### src/rtl/elliptic_curve_structs_pkg.sv
// Shared types for the affine short-Weierstrass point unit: field size, modulus,
// point type and the add/double sequencer states.
package elliptic_curve_structs;

  localparam int P_WIDTH = 8;
  localparam logic [P_WIDTH-1:0] PRIME = 8'd17;

  typedef struct packed {
    logic [P_WIDTH-1:0] x;
    logic [P_WIDTH-1:0] y;
    logic               inf;
  } curve_point_t;

  localparam curve_point_t inf_point = '{x: '0, y: '0, inf: 1'b1};

  typedef enum logic [2:0] {
    IDLE,
    CLASSIFY,
    MUL_X2,
    INV,
    MUL_S,
    MUL_S2,
    MUL_Y,
    DONE
  } pa_state_t;

endpackage

### src/rtl/ModMul.sv
// Bit-serial interleaved modular multiplier: one operand bit per cycle, MSB first,
// done pulses for one cycle with res valid.
module ModMul #(
  parameter int               WIDTH = 8,
  parameter logic [WIDTH-1:0] PRIME = 8'd17
) (
  input  logic             clk,
  input  logic             rst_n,
  input  logic             start,
  input  logic [WIDTH-1:0] a,
  input  logic [WIDTH-1:0] b,
  output logic             done,
  output logic [WIDTH-1:0] res
);

  localparam int CW = $clog2(WIDTH + 1);

  logic             busy;
  logic [CW-1:0]    cnt;
  logic [WIDTH-1:0] acc, a_sh, b_reg;
  logic [WIDTH:0]   dbl, sum;
  logic [WIDTH-1:0] red, nxt;

  // acc < PRIME is kept invariant so each step needs a single conditional subtract
  always_comb begin
    dbl = {acc, 1'b0};
    red = (dbl >= {1'b0, PRIME}) ? dbl[WIDTH-1:0] - PRIME : dbl[WIDTH-1:0];
    sum = {1'b0, red} + (a_sh[WIDTH-1] ? {1'b0, b_reg} : '0);
    nxt = (sum >= {1'b0, PRIME}) ? sum[WIDTH-1:0] - PRIME : sum[WIDTH-1:0];
  end

  always_ff @(posedge clk or negedge rst_n) begin
    if (!rst_n) begin
      busy  <= 1'b0;
      cnt   <= '0;
      acc   <= '0;
      a_sh  <= '0;
      b_reg <= '0;
      done  <= 1'b0;
      res   <= '0;
    end else begin
      done <= 1'b0;
      if (start) begin
        busy  <= 1'b1;
        cnt   <= CW'(WIDTH);
        acc   <= '0;
        a_sh  <= a;
        b_reg <= b;
      end else if (busy) begin
        acc  <= nxt;
        a_sh <= a_sh << 1;
        cnt  <= cnt - CW'(1);
        if (cnt == CW'(1)) begin
          busy <= 1'b0;
          done <= 1'b1;
          res  <= nxt;
        end
      end
    end
  end

endmodule

### src/rtl/mod_addsub.sv
// Combinational modular add/subtract over [0, PRIME); operands must already be reduced.
module mod_addsub #(
  parameter int               WIDTH = 8,
  parameter logic [WIDTH-1:0] PRIME = 8'd17
) (
  input  logic [WIDTH-1:0] a,
  input  logic [WIDTH-1:0] b,
  input  logic             sub,
  output logic [WIDTH-1:0] y
);

  logic [WIDTH:0] sum, dif;

  always_comb begin
    sum = {1'b0, a} + {1'b0, b};
    dif = {1'b0, a} - {1'b0, b};
    if (sub)
      y = dif[WIDTH] ? dif[WIDTH-1:0] + PRIME : dif[WIDTH-1:0];
    else
      y = (sum >= {1'b0, PRIME}) ? sum[WIDTH-1:0] - PRIME : sum[WIDTH-1:0];
  end

endmodule

### src/rtl/modular_inverse.sv
// Binary extended-Euclid inverse modulo an odd PRIME; one reduction step per cycle,
// so latency depends on the operand. An input of zero returns zero at once.
module modular_inverse #(
  parameter int               WIDTH = 8,
  parameter logic [WIDTH-1:0] PRIME = 8'd17
) (
  input  logic             clk,
  input  logic             rst_n,
  input  logic             start,
  input  logic [WIDTH-1:0] a,
  output logic             done,
  output logic [WIDTH-1:0] res
);

  logic             busy;
  logic [WIDTH-1:0] u, v, x1, x2;

  // x/2 mod PRIME; for odd x this is (x + PRIME) / 2 without the carry bit
  function automatic logic [WIDTH-1:0] half(input logic [WIDTH-1:0] x);
    logic [WIDTH-1:0] xh;
    xh = {1'b0, x[WIDTH-1:1]};
    return x[0] ? xh + {1'b0, PRIME[WIDTH-1:1]} + WIDTH'(1) : xh;
  endfunction

  function automatic logic [WIDTH-1:0] msub(input logic [WIDTH-1:0] x, input logic [WIDTH-1:0] y);
    logic [WIDTH:0] d;
    d = {1'b0, x} - {1'b0, y};
    return d[WIDTH] ? d[WIDTH-1:0] + PRIME : d[WIDTH-1:0];
  endfunction

  always_ff @(posedge clk or negedge rst_n) begin
    if (!rst_n) begin
      busy <= 1'b0;
      u    <= '0;
      v    <= '0;
      x1   <= '0;
      x2   <= '0;
      done <= 1'b0;
      res  <= '0;
    end else begin
      done <= 1'b0;
      if (start) begin
        u    <= a;
        v    <= PRIME;
        x1   <= WIDTH'(1);
        x2   <= '0;
        busy <= (a != '0);
        if (a == '0) begin
          res  <= '0;
          done <= 1'b1;
        end
      end else if (busy) begin
        if (u == WIDTH'(1)) begin
          res  <= x1;
          done <= 1'b1;
          busy <= 1'b0;
        end else if (v == WIDTH'(1)) begin
          res  <= x2;
          done <= 1'b1;
          busy <= 1'b0;
        end else if (!u[0]) begin
          u  <= u >> 1;
          x1 <= half(x1);
        end else if (!v[0]) begin
          v  <= v >> 1;
          x2 <= half(x2);
        end else if (u >= v) begin
          u  <= u - v;
          x1 <= msub(x1, x2);
        end else begin
          v  <= v - u;
          x2 <= msub(x2, x1);
        end
      end
    end
  end

endmodule

### src/rtl/point_add_double_unit.sv
// Affine point add/double R = P + Q on y^2 = x^3 + A*x + B over GF(PRIME), sharing one
// inverter and one multiplier. Optional perf counters under POINT_ADD_PERF_CNT_EN.
module point_add_double_unit #(
  parameter int               WIDTH   = elliptic_curve_structs::P_WIDTH,
  parameter logic [WIDTH-1:0] PRIME   = elliptic_curve_structs::PRIME,
  parameter logic [WIDTH-1:0] CURVE_A = '0
) (
  input  logic             clk,
  input  logic             Reset_n,
  input  logic             in_valid,
  output logic             in_ready,
  input  logic [WIDTH-1:0] p_x,
  input  logic [WIDTH-1:0] p_y,
  input  logic             p_inf,
  input  logic [WIDTH-1:0] q_x,
  input  logic [WIDTH-1:0] q_y,
  input  logic             q_inf,
  output logic             out_valid,
  input  logic             out_ready,
  output logic [WIDTH-1:0] r_x,
  output logic [WIDTH-1:0] r_y,
  output logic             r_inf,
  output logic             r_dbl
`ifdef POINT_ADD_PERF_CNT_EN
  ,
  output logic [31:0]      cycle_cnt,
  output logic [31:0]      dbl_cnt
`endif
);

  import elliptic_curve_structs::*;

  pa_state_t state, next_state;
  logic launch, accept;
  logic [WIDTH-1:0] px, py, qx, qy, num, den, inv, s, rx;
  logic pi, qi, is_dbl, eq_x, special;
  logic mul_start, mul_done, inv_start, inv_done;
  logic [WIDTH-1:0] mul_a, mul_b, mul_res, inv_res;
  logic [WIDTH-1:0] dx, dy, y2, x2_2, x2_3, x2_3a, rx_a, rx_b, px_rx, ry;

  assign accept  = in_valid & in_ready;
  assign eq_x    = (px == qx);
  // vertical line (P = -Q) or tangent at a 2-torsion point both give infinity
  assign special = pi | qi | (eq_x & ((py != qy) | (py == '0)));

  mod_addsub #(.WIDTH(WIDTH), .PRIME(PRIME)) u_dx    (.a(px),      .b(qx),      .sub(1'b1), .y(dx));
  mod_addsub #(.WIDTH(WIDTH), .PRIME(PRIME)) u_dy    (.a(py),      .b(qy),      .sub(1'b1), .y(dy));
  mod_addsub #(.WIDTH(WIDTH), .PRIME(PRIME)) u_y2    (.a(py),      .b(py),      .sub(1'b0), .y(y2));
  mod_addsub #(.WIDTH(WIDTH), .PRIME(PRIME)) u_x2_2  (.a(mul_res), .b(mul_res), .sub(1'b0), .y(x2_2));
  mod_addsub #(.WIDTH(WIDTH), .PRIME(PRIME)) u_x2_3  (.a(x2_2),    .b(mul_res), .sub(1'b0), .y(x2_3));
  mod_addsub #(.WIDTH(WIDTH), .PRIME(PRIME)) u_x2_3a (.a(x2_3),    .b(CURVE_A), .sub(1'b0), .y(x2_3a));
  mod_addsub #(.WIDTH(WIDTH), .PRIME(PRIME)) u_rx_a  (.a(mul_res), .b(px),      .sub(1'b1), .y(rx_a));
  mod_addsub #(.WIDTH(WIDTH), .PRIME(PRIME)) u_rx_b  (.a(rx_a),    .b(qx),      .sub(1'b1), .y(rx_b));
  mod_addsub #(.WIDTH(WIDTH), .PRIME(PRIME)) u_px_rx (.a(px),      .b(rx),      .sub(1'b1), .y(px_rx));
  mod_addsub #(.WIDTH(WIDTH), .PRIME(PRIME)) u_ry    (.a(mul_res), .b(py),      .sub(1'b1), .y(ry));

  ModMul #(.WIDTH(WIDTH), .PRIME(PRIME)) u_mul (
    .clk(clk), .rst_n(Reset_n), .start(mul_start), .a(mul_a), .b(mul_b),
    .done(mul_done), .res(mul_res)
  );

  modular_inverse #(.WIDTH(WIDTH), .PRIME(PRIME)) u_inv (
    .clk(clk), .rst_n(Reset_n), .start(inv_start), .a(den),
    .done(inv_done), .res(inv_res)
  );

  // launch marks the first cycle of each sub-block state, giving a one-cycle start
  always_ff @(posedge clk or negedge Reset_n) begin
    if (!Reset_n) begin
      state  <= IDLE;
      launch <= 1'b0;
    end else begin
      state  <= next_state;
      launch <= (next_state != state) &&
                (next_state inside {MUL_X2, INV, MUL_S, MUL_S2, MUL_Y});
    end
  end

  always_comb begin
    next_state = state;
    unique case (state)
      IDLE:     if (accept) next_state = CLASSIFY;
      CLASSIFY: next_state = special ? DONE : (eq_x ? MUL_X2 : INV);
      MUL_X2:   if (mul_done) next_state = INV;
      INV:      if (inv_done) next_state = MUL_S;
      MUL_S:    if (mul_done) next_state = MUL_S2;
      MUL_S2:   if (mul_done) next_state = MUL_Y;
      MUL_Y:    if (mul_done) next_state = DONE;
      DONE:     if (out_ready) next_state = IDLE;
      default:  next_state = IDLE;
    endcase
  end

  always_comb begin
    in_ready  = (state == IDLE);
    out_valid = (state == DONE);
    inv_start = launch & (state == INV);
    mul_start = launch & (state inside {MUL_X2, MUL_S, MUL_S2, MUL_Y});
    mul_a     = '0;
    mul_b     = '0;
    unique case (state)
      MUL_X2:  begin mul_a = px; mul_b = px;    end
      MUL_S:   begin mul_a = num; mul_b = inv;  end
      MUL_S2:  begin mul_a = s;  mul_b = s;     end
      MUL_Y:   begin mul_a = s;  mul_b = px_rx; end
      default: ;
    endcase
  end

  always_ff @(posedge clk or negedge Reset_n) begin
    if (!Reset_n) begin
      {px, py, qx, qy, pi, qi} <= '0;
      {num, den, inv, s, rx}   <= '0;
      is_dbl <= 1'b0;
      r_x    <= '0;
      r_y    <= '0;
      r_inf  <= 1'b0;
      r_dbl  <= 1'b0;
    end else begin
      unique case (state)
        IDLE: if (accept) begin
          px <= p_x; py <= p_y; pi <= p_inf;
          qx <= q_x; qy <= q_y; qi <= q_inf;
        end
        CLASSIFY: begin
          is_dbl <= eq_x;
          num    <= dy;
          den    <= eq_x ? y2 : dx;
          r_dbl  <= 1'b0;
          if (pi) begin
            r_x   <= qi ? '0 : qx;
            r_y   <= qi ? '0 : qy;
            r_inf <= qi;
          end else if (qi) begin
            r_x   <= px;
            r_y   <= py;
            r_inf <= 1'b0;
          end else if (special) begin
            r_x   <= '0;
            r_y   <= '0;
            r_inf <= 1'b1;
          end
        end
        MUL_X2: if (mul_done) num <= x2_3a;
        INV:    if (inv_done) inv <= inv_res;
        MUL_S:  if (mul_done) s   <= mul_res;
        MUL_S2: if (mul_done) rx  <= rx_b;
        MUL_Y:  if (mul_done) begin
          r_x   <= rx;
          r_y   <= ry;
          r_inf <= 1'b0;
          r_dbl <= is_dbl;
        end
        default: ;
      endcase
    end
  end

`ifdef POINT_ADD_PERF_CNT_EN
  logic [31:0] run_cnt;

  always_ff @(posedge clk or negedge Reset_n) begin
    if (!Reset_n) begin
      run_cnt   <= '0;
      cycle_cnt <= '0;
      dbl_cnt   <= '0;
    end else begin
      if (accept)
        run_cnt <= 32'd1;
      else if (state != IDLE && state != DONE && run_cnt != '1)
        run_cnt <= run_cnt + 32'd1;
      if (next_state == DONE && state != DONE)
        cycle_cnt <= (run_cnt == '1) ? run_cnt : run_cnt + 32'd1;
      if (state == MUL_Y && mul_done && is_dbl)
        dbl_cnt <= dbl_cnt + 32'd1;
    end
  end
`endif

endmodule

### config.mk
export PLATFORM = sky130hd
export DESIGN_NAME = point_add_double_unit
export DESIGN_NICKNAME = d
export VERILOG_FILES = /design/src/rtl/elliptic_curve_structs_pkg.sv /design/src/rtl/ModMul.sv /design/src/rtl/mod_addsub.sv /design/src/rtl/modular_inverse.sv /design/src/rtl/point_add_double_unit.sv
export SDC_FILE = /design/constraint.sdc
export NUM_CORES = 1
export LEC_CHECK = 0
export CORE_ASPECT_RATIO = 1.1
export CORE_UTILIZATION = 53
export DETAILED_ROUTE_END_ITERATION = 6
export GPL_ROUTABILITY_DRIVEN = 0
export PLACE_DENSITY = 0.69
export SYNTH_ARGS = -nofsm -noshare
export SYNTH_HDL_FRONTEND = slang
export SYNTH_SLANG_ARGS = --single-unit
### constraint.sdc
create_clock -name clk -period 11.7 [get_ports clk]
set_input_delay 2.34 -clock clk [delete_from_list [all_inputs] [get_ports clk]]
set_output_delay 2.34 -clock clk [all_outputs]
set_load 0.1 [all_outputs]
Word-level counts from Yosys, hierarchy flattened
Index checks and enable logic that the tools add are counted. Widths: inputs -> output; s select.

Add/sub/neg operators: 33. Magnitude comparators: 7. Eq/ne operators: 27. Multiplexer cells: 104. Bitwise gates (word level): 8. Reduce and logical (&&, ||, !) cells: 27.

Operators by type and width (count): $mux 8 (65); $sub 8x8->9 (8); $add 8x5->8 const B (8); $pmux 8 s2 (3); $sub 8x5->8 const B (6); $ge 9x5->1 const B (5); $pmux 8 s4 (1); $add 8x8->9 (3); $mux 3 (8); $pmux 3 s8 (1); $pmux 8 s3 (1); $eq 3x3->1 const B (7); $mux 1 (21); $add 7x4->8 const B (2); $add 8x1->8 const B (2); $eq 8x1->1 const B (2); $logic_not 8->1 (2); $sub 8x8->8 (2); $eq 3x2->1 const B (4); $reduce_and 2->1 (6); $reduce_and 3->1 (4); $reduce_and 5->1 (2); $reduce_bool 2->1 (5); $add 8x9->9 (1); 25 further kinds (37).

Flip-flop bits (word level): 177. Input bits: 38. Output and inout bits: 20. Logic and storage cells: 240.

Depth between registers and ports, before layout
Gate-level depths: netlist of the first run.

Depth after elaboration: 10. Gate-level depth with buffers: 22. Mapped depth without buffers: 22.

Modules after synthesis
From an unflattened synthesis of the first run, not the netlist that was laid out.

Cell total of the unflattened synthesis: 2874. Area, all modules: 24090.6 sq um.

Modules (own cells, without submodules): mod_addsub at u_px_rx ... (times used 6, cells an instance 167, area each 1246.2 sq um); mod_addsub at u_dx ... (times used 4, cells an instance 167, area each 1281.2 sq um); point_add_double_unit (times used 1, cells an instance 442, area each 5029.8 sq um); modular_inverse (times used 1, cells an instance 511, area each 4081.4 sq um); ModMul (times used 1, cells an instance 251, area each 2377.3 sq um).

Worst setup path before layout of the first run
OpenSTA, ideal clock, no wires.

Path kind: register to register. Start: register u_mul.res[1]. End: register num[3]. Setup time: 0.132 ns. Data arrival time: 4.966 ns. Data required time: 11.568 ns. Slack: 6.603 ns. Stages on the path, launching flop included: 22. Buffers on the path: 1. Clock period less this slack: 5.097 ns. Cells stage by stage: dfrtp_1 inv_1 ha_1 inv_1 o21ai_0 nand2_1 ha_1 fa_1 a211oi_2 nor2_4 xnor2_2 o311a_1 buf_6 nand3_1 nor2_1 a21oi_1 ha_1 inv_1 a2111oi_2 a221oi_2 o211ai_1 or3b_1.

Cells in the longest elaborated chain, start to end: 10. Elaborated cells between the ends (all ways): 13. Classes of those cells: add/sub: 5; order compare: 3; mux: 5.

RTL lines: start, declared (RTL line ModMul.sv:13) `output logic [WIDTH-1:0] res`; start signal, assigned (RTL line ModMul.sv:56) `res <= nxt;`; $add 8x8->9 (RTL line mod_addsub.sv:15) `sum = {1'b0, a} + {1'b0, b};`; $sub 8x5->8 or $ge 9x5->1 (tied branches) (RTL line mod_addsub.sv:20) `y = (sum >= {1'b0, PRIME}) ? sum[WIDTH-1:0] - PRIME : sum[WIDTH-1:0];`; $mux 8 (RTL line mod_addsub.sv:20); $add 8x8->9 * (RTL line mod_addsub.sv:15); $sub 8x5->8 or $ge 9x5->1 (tied branches) (RTL line mod_addsub.sv:20); $mux 8 * (RTL line mod_addsub.sv:20); $sub 8x5->8 or $ge 8x5->1 (tied branches) (RTL line mod_addsub.sv:20); $mux 8 * (RTL line mod_addsub.sv:20); $mux 8 * (RTL line point_add_double_unit.sv:144) `MUL_X2: if (mul_done) num <= x2_3a;`; $pmux 8 s2 * (RTL line point_add_double_unit.sv:120) `unique case (state)`; end signal, assigned (RTL line point_add_double_unit.sv:127) `num <= dy;`; end, declared (RTL line point_add_double_unit.sv:35) `logic [WIDTH-1:0] px, py, qx, qy, num, den, inv, s, rx;`.

Mark *: on every way between the ends. The rest lies on a longest branch, timed or not. The select of a mux whose other input is x is not followed. A chain may end at the register's enable or synchronous reset.

Worst setup path after layout of the first run
Same ends and word-level chain as after synthesis.

==> results of run 1 <==
power by group:
part           total, uW  switching (uW)  internal, uW
Clock                591             268           323
Sequential           611               0           611
Combinational       25.7            14.2          11.5
final timing paths:
path                       slack, ns         start          to  cells after the start
setup / recovery                5.84  u_mul.res[1]      num[3]                     19
hold / removal                  0.48        r_x[2]      r_x[2]                      2
setup reg to reg                5.84  u_mul.res[1]      num[3]                     19
hold reg to reg                 0.48        r_x[2]      r_x[2]                      2
max in group asynchronous       8.63       Reset_n  u_inv.v[4]                      2
min in group asynchronous       1.83       Reset_n      r_y[3]                      1
layout by cell type (no fill, tap or decap), drive strengths merged, types with 18 or more instances in the layout:
cell	synthesis	layout
nor3	25	25
clkbuf	63	21
inv	151	157
clkdlybuf4s50	0	56
xor2	39	39
a21o	30	30
mux2	23	23
a211oi	22	22
a31oi	20	20
and3	18	18
o21ai	188	188
ha	118	118
nor2b	19	19
a21oi	121	121
o31ai	18	18
xnor2	106	106
dfrtp	177	177
nand2	193	193
a22oi	21	21
nor2	101	101
mux2i	18	18
nand3	31	31
synthesized netlist by cell type, types with 14 or more instances:
cell type and count:
nand2_1 192, o21ai_0 182, dfrtp_1 177, inv_1 151, a21oi_1 120, ha_1 118
xnor2_1 103, nor2_1 99, clkbuf_1 63, xor2_1 37, nand3_1 31, a21o_1 30
nor3_1 25, mux2_2 22, a22oi_1 20, a31oi_1 20, a211oi_1 19, nor2b_1 19
and3_1 18, mux2i_1 18, a22o_1 16, nor4_1 16, o31ai_1 16, nor3b_1 15
and2_1 14
logic make-up (layout without fill, tap and decap cells):
logic type               Yosys count  count (layout)  synth area share (%)
multiplexers                      41              41                  2.99
AO/OA/AOI/OAI                    552             552                  24.3
buffers and inverters            221             252                  5.73
adder cells (fa/ha/maj)          130             130                  11.7
AND/OR/NAND/NOR                  489             489                  15.9
flip-flops                       177             177                  30.2
XOR/XNOR                         147             147                  9.22
per-layer routing:
metal	routed length [microns]	GRT usage [%]
met4	1480	12.8
met3	1680	3.81
met2	19300	50.0
met5	0	0
met1	17600	36.9
stage by stage:
stage	utilization, %	worst slack (ns)
2_1_floorplan	-	6.60
3_3_place_gp	57.2	6.17
3_5_place_dp	57.2	5.94
4_1_cts	59.4	5.94
5_1_grt	59.4	5.30
6_report	59.4	5.84
layout make-up:
type                    count  area, sq um
fillers                  2452        11000
multi-input cells        1359         9410
flip-flops and latches    177         4430
repair buffers             68          654
inverters                 152          571
clock buffers              21          480
well taps                 357          447
clock inverters            11          119
tightest hold or removal path, cell delays in order, from the launching register on:
cell and delay, ns:
dfrtp_1 0.34, nand2_1 0.04, o21ai_0 0.06
==> results.md, run 1 <==
- Outcome: finished clean
- RSZ-0062 raised after global routing: no
- Via density: 5.97
- CTS Hold Bufs: 0
- Count of flip-flops with a built-in enable after synthesis: 0
- Syn Inst Count: 1,757
- Worst path bufs/invs: 3
- Final instance area: 0.0161 sq mm
- Final hold slack: 0.477 ns
- Seq/Total Area, Yosys: 30.2%
- Share of cells above drive strength 1: 5.65%
- Largest cells by area after synthesis: dfrtp_1, ha_1, o21ai_0, xnor2_1, nand2_1
- CTS H-Tree Depth: 4
- Synthesized area: 0.0147 sq mm
- Worst slew pin tran: 1.17 ns
- Final period util: 50.1%
- DR DRC count: 0
- Clock Path Buffers: 2
- 1st-iter DRT viols: 964
- Power density cells: 76.2 mW/mm^2
- CTS tree: built
- Antenna-violating nets left: 0
- Crit path kind: reg -> reg
- Syn avg cell area: 8.35 sq um
- Root Driver: clkbuf_16
- Worst EP arrival: 6.19 ns
- Sink Count: 177
- Netlist cell types: 87
- Hold crit path type: reg -> reg
- Antenna cells: 0
- Max-slew headroom: 21.7%
- GRT Total Usage: 29.2%
- HPWL after DPL: 30,700 microns
- Leading area contributor after synthesis: dfrtp_1
- Max Cap Violations: 0
- FP Rows: 63
- Final std cells w/o fill: 2,145
- Via count: 12,807
- Port bufs: 57
- Gr ovfl total: 0
- Critical-path cell list: inv_1, ha_1, inv_1, o21ai_0, nand2_1, ha_1, fa_1, xor2_1, nor3_1, o21ai_1, a211oi_2, nand3_1, a21oi_1, ha_1, inv_1, a2111oi_2, a221oi_2, o211ai_1, or3b_1
- VDD IR max: 0.0970 mV
- Placed cells: 2,113
- Die ar.: 0.0284 sq mm
- Largest net degree at the start of global routing: 67
- Setup-failing EPs final: 0
- Die Height: 177 microns
- Placed inst area: 0.0155 sq mm
- Synth warn: 0
- Starting Density: 54.1%
- Die W: 161 microns
- Max Slew Vio Count: 0
- Top_reg_cell synth: dfrtp_1
- Worst-skew pair later-pin latency: 0.45 ns
- Crit path max-delay cell type: dfrtp_1
- Setup TNS Final: 0 ns
- Worst-path fanout max: 11
- Post-synth top area share: 30.2%
- Drt pass-1 iters: 6
- Max Clock Freq: 171 MHz
- Clock Skew: 0.0125 ns
- Post-CTS Repair Setup Buffers: 0
- WL per Instance: 18.7 microns
- Crit path capture type: flop
- Yosys reg bits: 177
- Tot Pwr: 1230 uW
- IO Pins: 58
- CTS clk-pin slew, worst paths: 0.07 ns
- Core footprint: 0.0271 sq mm
- Period minus WS final: 5.86 ns
- Fin nets: 1,943
- Vias in the first global route: 12,579
- Fin. Hold Viols: 0
- Setup crit start kind: flop
- Initial antenna violation count: 0
- First-pass GRT wire length: 65,500 microns
- CP Data Required Time: 12.02 ns
- Area Growth Syn to Fin: 9.78%
- Mapped Nets: 1,925
- Async SR Flop Fraction: 100%
- Slowest stage delay, CP: 0.55 ns
- Largest delay share family, worst path: compound AO/OA/AOI/OAI gates
- Routed WL: 40,000 microns
- Leak: 0.00705 uW
- PostCTS Resize Cnt: 0
- Num CTS Buffers: 17
(Power assumes the default switching activity.)
==> run 2: changes to the inputs <==
==> constraint.sdc (replaced) <==
create_clock -name clk -period 5.95 [get_ports clk]
set_input_delay 1.19 -clock clk [delete_from_list [all_inputs] [get_ports clk]]
set_output_delay 1.19 -clock clk [all_outputs]
set_load 0.1 [all_outputs]
==> run 2 against run 1 <==
  * The flow now finishes with violations (DRC)
  * Critical path type unchanged
  * Largest cell class unchanged
  * Worst setup slack worse by 5.4 ns
  * Largest power group is now clock
  * First-iteration DRC count down 5.3%
  * Sequential power up 96%
  * Clock skew down 0.0018 ns
  * Clock power up 100%
  * Maximum frequency up 6.5%
  * Critical endpoint unchanged
==> results.md, run 2 (synthesis gave the netlist of run 1 again) <==
- Setup-failing EPs final: 0
- Antenna-violating nets left: 0
- Die Height: 177 microns
- Max Cap Violations: 0
- Failing checks: DRC
- Power density cells: 153 mW/mm^2
- Worst-skew pair later-pin latency: 0.45 ns
- IO Pins: 58
- Final hold slack: 0.481 ns
- Worst hold stages: 2
- Max Slew Vio Count: 0
- Port bufs: 57
- Reg2Reg Depth: 20
- Gr ovfl total: 0
- Commonest non-fill, non-tap cell in the layout: nand2_1
- WL per Instance: 18.5 microns
- Worst setup slack after placement: 0.324 ns
- Setup TNS Final: 0 ns
- First-pass GRT wire length: 65,000 microns
- FP Rows: 63
- RSZ-0062 raised after global routing: no
- Die W: 161 microns
- CTS clk-pin slew, worst paths: 0.07 ns
- Max Clock Freq: 182 MHz
- Worst EP arrival: 5.83 ns
- Initial antenna violation count: 1
- VDD IR max: 0.187 mV
- CTS Hold Bufs: 0
- Crit path kind: reg -> reg
- Crit path capture type: flop
- Via density: 5.95
- Die ar.: 0.0284 sq mm
- Outcome: finished with violations
- Vias in the first global route: 12,407
- GRT Total Usage: 28.9%
- Final period util: 92.5%
- DR DRC count: 1
- Largest net degree at the start of global routing: 113
- Worst slew pin tran: 1.20 ns
- Clock Skew: 0.0107 ns
- Drt pass-1 iters: 7
- Period minus WS final: 5.50 ns
- Share of cells above drive strength 1: 5.81%
- CTS tree: built
- Num CTS Buffers: 17
- Worst-path fanout max: 7
- Commonest cells after routing, fill and taps aside: nand2_1, o21ai_0, dfrtp_1, inv_1, a21oi_1
- Utilization after layout: 59.6%
- Tot Pwr: 2470 uW
- Starting Density: 54.1%
- Root Driver: clkbuf_16
- CTS H-Tree Depth: 4
- 1st-iter DRT viols: 913
- HPWL after DPL: 30,500 microns
- Setup crit start kind: flop
- Leak: 0.00707 uW
- Area Growth Syn to Fin: 10.2%
- Post-CTS Repair Setup Buffers: 0
- Sink Count: 177
- Hold crit path type: reg -> reg
- PostCTS Resize Cnt: 0
- CP Data Required Time: 6.28 ns
- Routed WL: 39,700 microns
- Fin nets: 1,944
- Via count: 12,767
- Core footprint: 0.0271 sq mm
- Setup WS post-layout: 0.445 ns
- Max-slew headroom: 19.7%
- Clock Path Buffers: 2
- Fin. Hold Viols: 0
- Antenna cells: 0
## run 2: cell types whose count changed in the layout (fill, tap and decap cells not counted), sizes merged
cell,delta
buf,+1
bufinv,+2
clkbuf,-4
clkinv,-2
clkinvlp,+1
inv,+3
## run 2: final timing paths
kind / startpoint / end / slack [ns]
max in group asynchronous: Reset_n / u_mul.acc[3] / 4.18
worst min register to register: u_inv.res[0] / u_inv.res[0] / 0.48
worst max-delay path: u_mul.res[0] / num[3] / 0.45
min in group asynchronous: Reset_n / qy[7] / 0.72
worst max register to register: u_mul.res[0] / num[3] / 0.45
worst min-delay path: u_inv.res[0] / u_inv.res[0] / 0.48
## run 2: layout make-up
cell class	count	area [sq um]
sequential	177	4430
tap	357	447
clock buffer	17	425
inverter	152	571
fill	2466	11000
clock inverter	15	191
multi-input combinational	1359	9430
timing repair buffer	69	674
## run 2: critical path: stages, from the launching register on
cell and delay (ns):
dfrtp_1 0.43, inv_1 0.14, ha_1 0.18, inv_1 0.05, o21ai_1 0.26, nand2_1 0.18
ha_1 0.44, fa_1 0.53, a211oi_4 0.37, nor2_4 0.09, xor2_1 0.47, a211oi_2 0.22
nand3_1 0.25, nor2_1 0.07, a21oi_1 0.22, ha_1 0.23, inv_1 0.09, a2111oi_2 0.48
a221oi_2 0.13, o211ai_1 0.18, or3b_1 0.35
## run 2: where the power goes
part | total [uW] | internal [uW] | switching (uW) | leakage (uW)
logic | 50.8 | 23.2 | 27.6 | 0.00447
clock network | 1210 | 675 | 539 | 0.000304
registers | 1200 | 1200 | 0 | 0.00230
total | 2470 | 1900 | 567 | 0.00707
## run 2: metal layers
layer	GRT usage (%)	up-vias	part of all wire (%)
li1	-	6259	-
met1	37.2	6066	44
met2	48.8	356	48
met3	4.28	84	4.8
met4	11.7	2	3.6
met5	0	-	0.033
## run 2: through the flow
step / cell area, sq um / instances
2_1_floorplan: 14700 / 1757
3_3_place_gp: 15500 / 2114
3_5_place_dp: 15500 / 2114
4_1_cts: 16100 / 2146
5_1_grt: 16200 / 2146
6_report: 16200 / 2146
==> run 3: changes to the inputs <==
--- a/config.mk
+++ b/config.mk
@@ -5,10 +5,10 @@
 export SDC_FILE = /design/constraint.sdc
 export NUM_CORES = 1
 export LEC_CHECK = 0
-export CORE_ASPECT_RATIO = 1.1
 export CORE_UTILIZATION = 53
 export DETAILED_ROUTE_END_ITERATION = 6
 export GPL_ROUTABILITY_DRIVEN = 0
+export MAX_ROUTING_LAYER = met4
 export PLACE_DENSITY = 0.69
 export SYNTH_ARGS = -nofsm -noshare
 export SYNTH_HDL_FRONTEND = slang
==> run 3 against run 2 <==
  * The run now ends clean
  * Register-to-register slack worse by 0.098 ns
  * Largest cell class unchanged
  * Combinational power hardly changed
  * Worst hold slack worse by 0.0038 ns
  * Worst setup slack worse by 0.098 ns
  * Final area is 0.45% lower
  * Sequential power hardly changed
  * Clock skew is 0.0021 ns higher
  * Highest routed layer is now met4
  * Via count is 1.1% higher
  * Global-route usage is 0.87 points higher
==> results.md, run 3 (synthesis gave the netlist of run 1 again) <==
- CTS clk-pin slew, worst paths: 0.07 ns
- Largest net degree at the start of global routing: 178
- First-pass GRT wire length: 64,900 microns
- Outcome: finished clean
- Root Driver: clkbuf_16
- Clock Path Buffers: 2
- Hold crit path type: reg -> reg
- CP Data Required Time: 6.27 ns
- Die Height: 168 microns
- Max Slew Vio Count: 0
- Hold_sp: u_inv.res[4]
- Die ar.: 0.0284 sq mm
- Area Growth Syn to Fin: 9.67%
- Crit path kind: reg -> reg
- HPWL after DPL: 30,400 microns
- Commonest cells after routing, fill and taps aside: nand2_1, o21ai_0, dfrtp_1, inv_1, a21oi_1
- Worst-path fanout max: 7
- Starting Density: 54.3%
- CTS Hold Bufs: 0
- Crit path max-delay cell type: fa_1
- Max Cap Violations: 0
- Setup TNS Final: 0 ns
- Sw Share: 23.7%
- CTS tree: built
- Initial antenna violation count: 0
- Fin. Hold Viols: 0
- Num CTS Buffers: 17
- Worst hold stages: 2
- GRT Total Usage: 29.8%
- Reg-to-reg slack, setup: 0.35 ns
- Reg2Reg Depth: 19
- Die W: 168 microns
- Worst EP arrival: 5.93 ns
- Crit path capture type: flop
- Critical-path cell list: inv_1, ha_1, inv_1, o21ai_1, nand2_1, ha_1, fa_1, a211oi_2, nor2_4, xor2_1, a211oi_2, nand3_1, a21oi_1, ha_1, inv_1, a2111oi_2, a221oi_2, o211ai_1, or3b_1
- Max Clock Freq: 178 MHz
- DR DRC count: 0
- Period minus WS final: 5.60 ns
- Clock share of power: 47.4%
- 1st-iter DRT viols: 1,028
- Post-CTS Repair Setup Buffers: 0
- Via count: 12,903
- Power density cells: 148 mW/mm^2
- FP Rows: 60
- IO Pins: 58
- Core footprint: 0.0270 sq mm
- Utilization after layout: 59.5%
- Drt pass-1 iters: 7
- Routed WL: 40,000 microns
- Commonest non-fill, non-tap cell in the layout: nand2_1
- CTS H-Tree Depth: 4
- Max-slew headroom: 21.6%
- Antenna cells: 0
- Leak: 0.00704 uW
- Via density: 6.06
- Fin nets: 1,944
- Port bufs: 57
- R2R Path End: num[3]
- Clock Skew: 0.0128 ns
- P_int: 1820 uW
- RSZ-0062 raised after global routing: no
- Share of cells above drive strength 1: 5.76%
- Worst slew pin tran: 1.17 ns
- Slowest stage delay, CP: 0.51 ns
- Gr ovfl total: 0
- Tot Pwr: 2380 uW
- Final period util: 94.2%
- Net Switching: 565 uW
- Worst-skew pair later-pin latency: 0.45 ns
- VDD IR max: 0.170 mV
- WL per Instance: 18.8 microns
- Setup crit start kind: flop
- Reg2reg start: u_mul.res[0]
- Sink Count: 177
- Setup-failing EPs final: 0
- Comb pwr share: 2.1%
- Hold worst-path end: u_inv.res[4]
- Vias in the first global route: 12,329
- Antenna-violating nets left: 0
- Sequential power share: 50.5%
==> run 3: cell types whose count changed in the layout (fill, tap and decap cells not counted), sizes merged <==
cell	previous run	this run
clkbuf	17	18
inv	160	161
bufinv	3	1
clkinvlp	1	2
clkinv	3	2
==> run 3: metal layers <==
| layer | routed length (microns) | GRT usage (%) |
|---|---|---|
| met1 | 17800 | 38.5 |
| met2 | 19100 | 48.5 |
| met3 | 2080 | 3.71 |
| met4 | 1130 | 10.0 |
| met5 | 0 | - |
==> run 3: worst max path at each step <==
stage          slack (ns)     end  cells after the start    startpoint
2_1_floorplan        0.85  num[3]                     21  u_mul.res[1]
3_3_place_gp         0.53  num[3]                     19  u_mul.res[0]
3_5_place_dp         0.27  num[3]                     19  u_mul.res[0]
4_1_cts              0.25  num[3]                     19  u_mul.res[0]
5_1_grt              0.06  num[3]                     19  u_mul.res[0]
6_report             0.35  num[3]                     19  u_mul.res[0]
==> run 3: layout make-up <==
class | instances | area (sq um)
tap | 341 | 427
clock buffer | 18 | 429
fill | 2444 | 10900
timing repair buffer | 69 | 674
inverter | 152 | 571
sequential | 177 | 4430
clock inverter | 14 | 143
multi-input combinational | 1359 | 9420
==> run 3: critical path, delay by kind of cell (launching register included) <==
kind | cells | cell delay, ns
adders and majority gates | 4 | 1.38
buffers and inverters | 3 | 0.26
AOI/OAI and AO/OA | 7 | 2.22
and+or+nand+nor | 4 | 0.94
DFF | 1 | 0.42
xor gates and xnor gates | 1 | 0.24
==> run 3: per-stage QoR <==
stage | area [sq um] | setup WS (ns) | hold slack (ns) | instances
4_1_cts | 16100 | 0.255 | 0.482 | 2130
2_1_floorplan | 14700 | 0.853 | 0.442 | 1757
6_report | 16100 | 0.347 | 0.477 | 2130
5_1_grt | 16100 | 0.0612 | 0.494 | 2130
3_3_place_gp | 15500 | 0.525 | 0.460 | 2098
3_5_place_dp | 15500 | 0.267 | 0.465 | 2098
==> run 3: power groups by stage <==
stage               Sequential (uW)  Clock [uW]  Combinational (uW)
CTS                            1200        1150                53.2
global route                   1200        1200                58.1
detailed placement             1230           0                52.8
finish                         1200        1130                50.9
global placement               1230           0                52.8
floorplan                      1230           0                1.17
==> run 3: repair_timing <==
item	CTS	global route
endpoints found under the setup margin	0	3
resized for setup	0	3
endpoints found under the hold margin	0	0
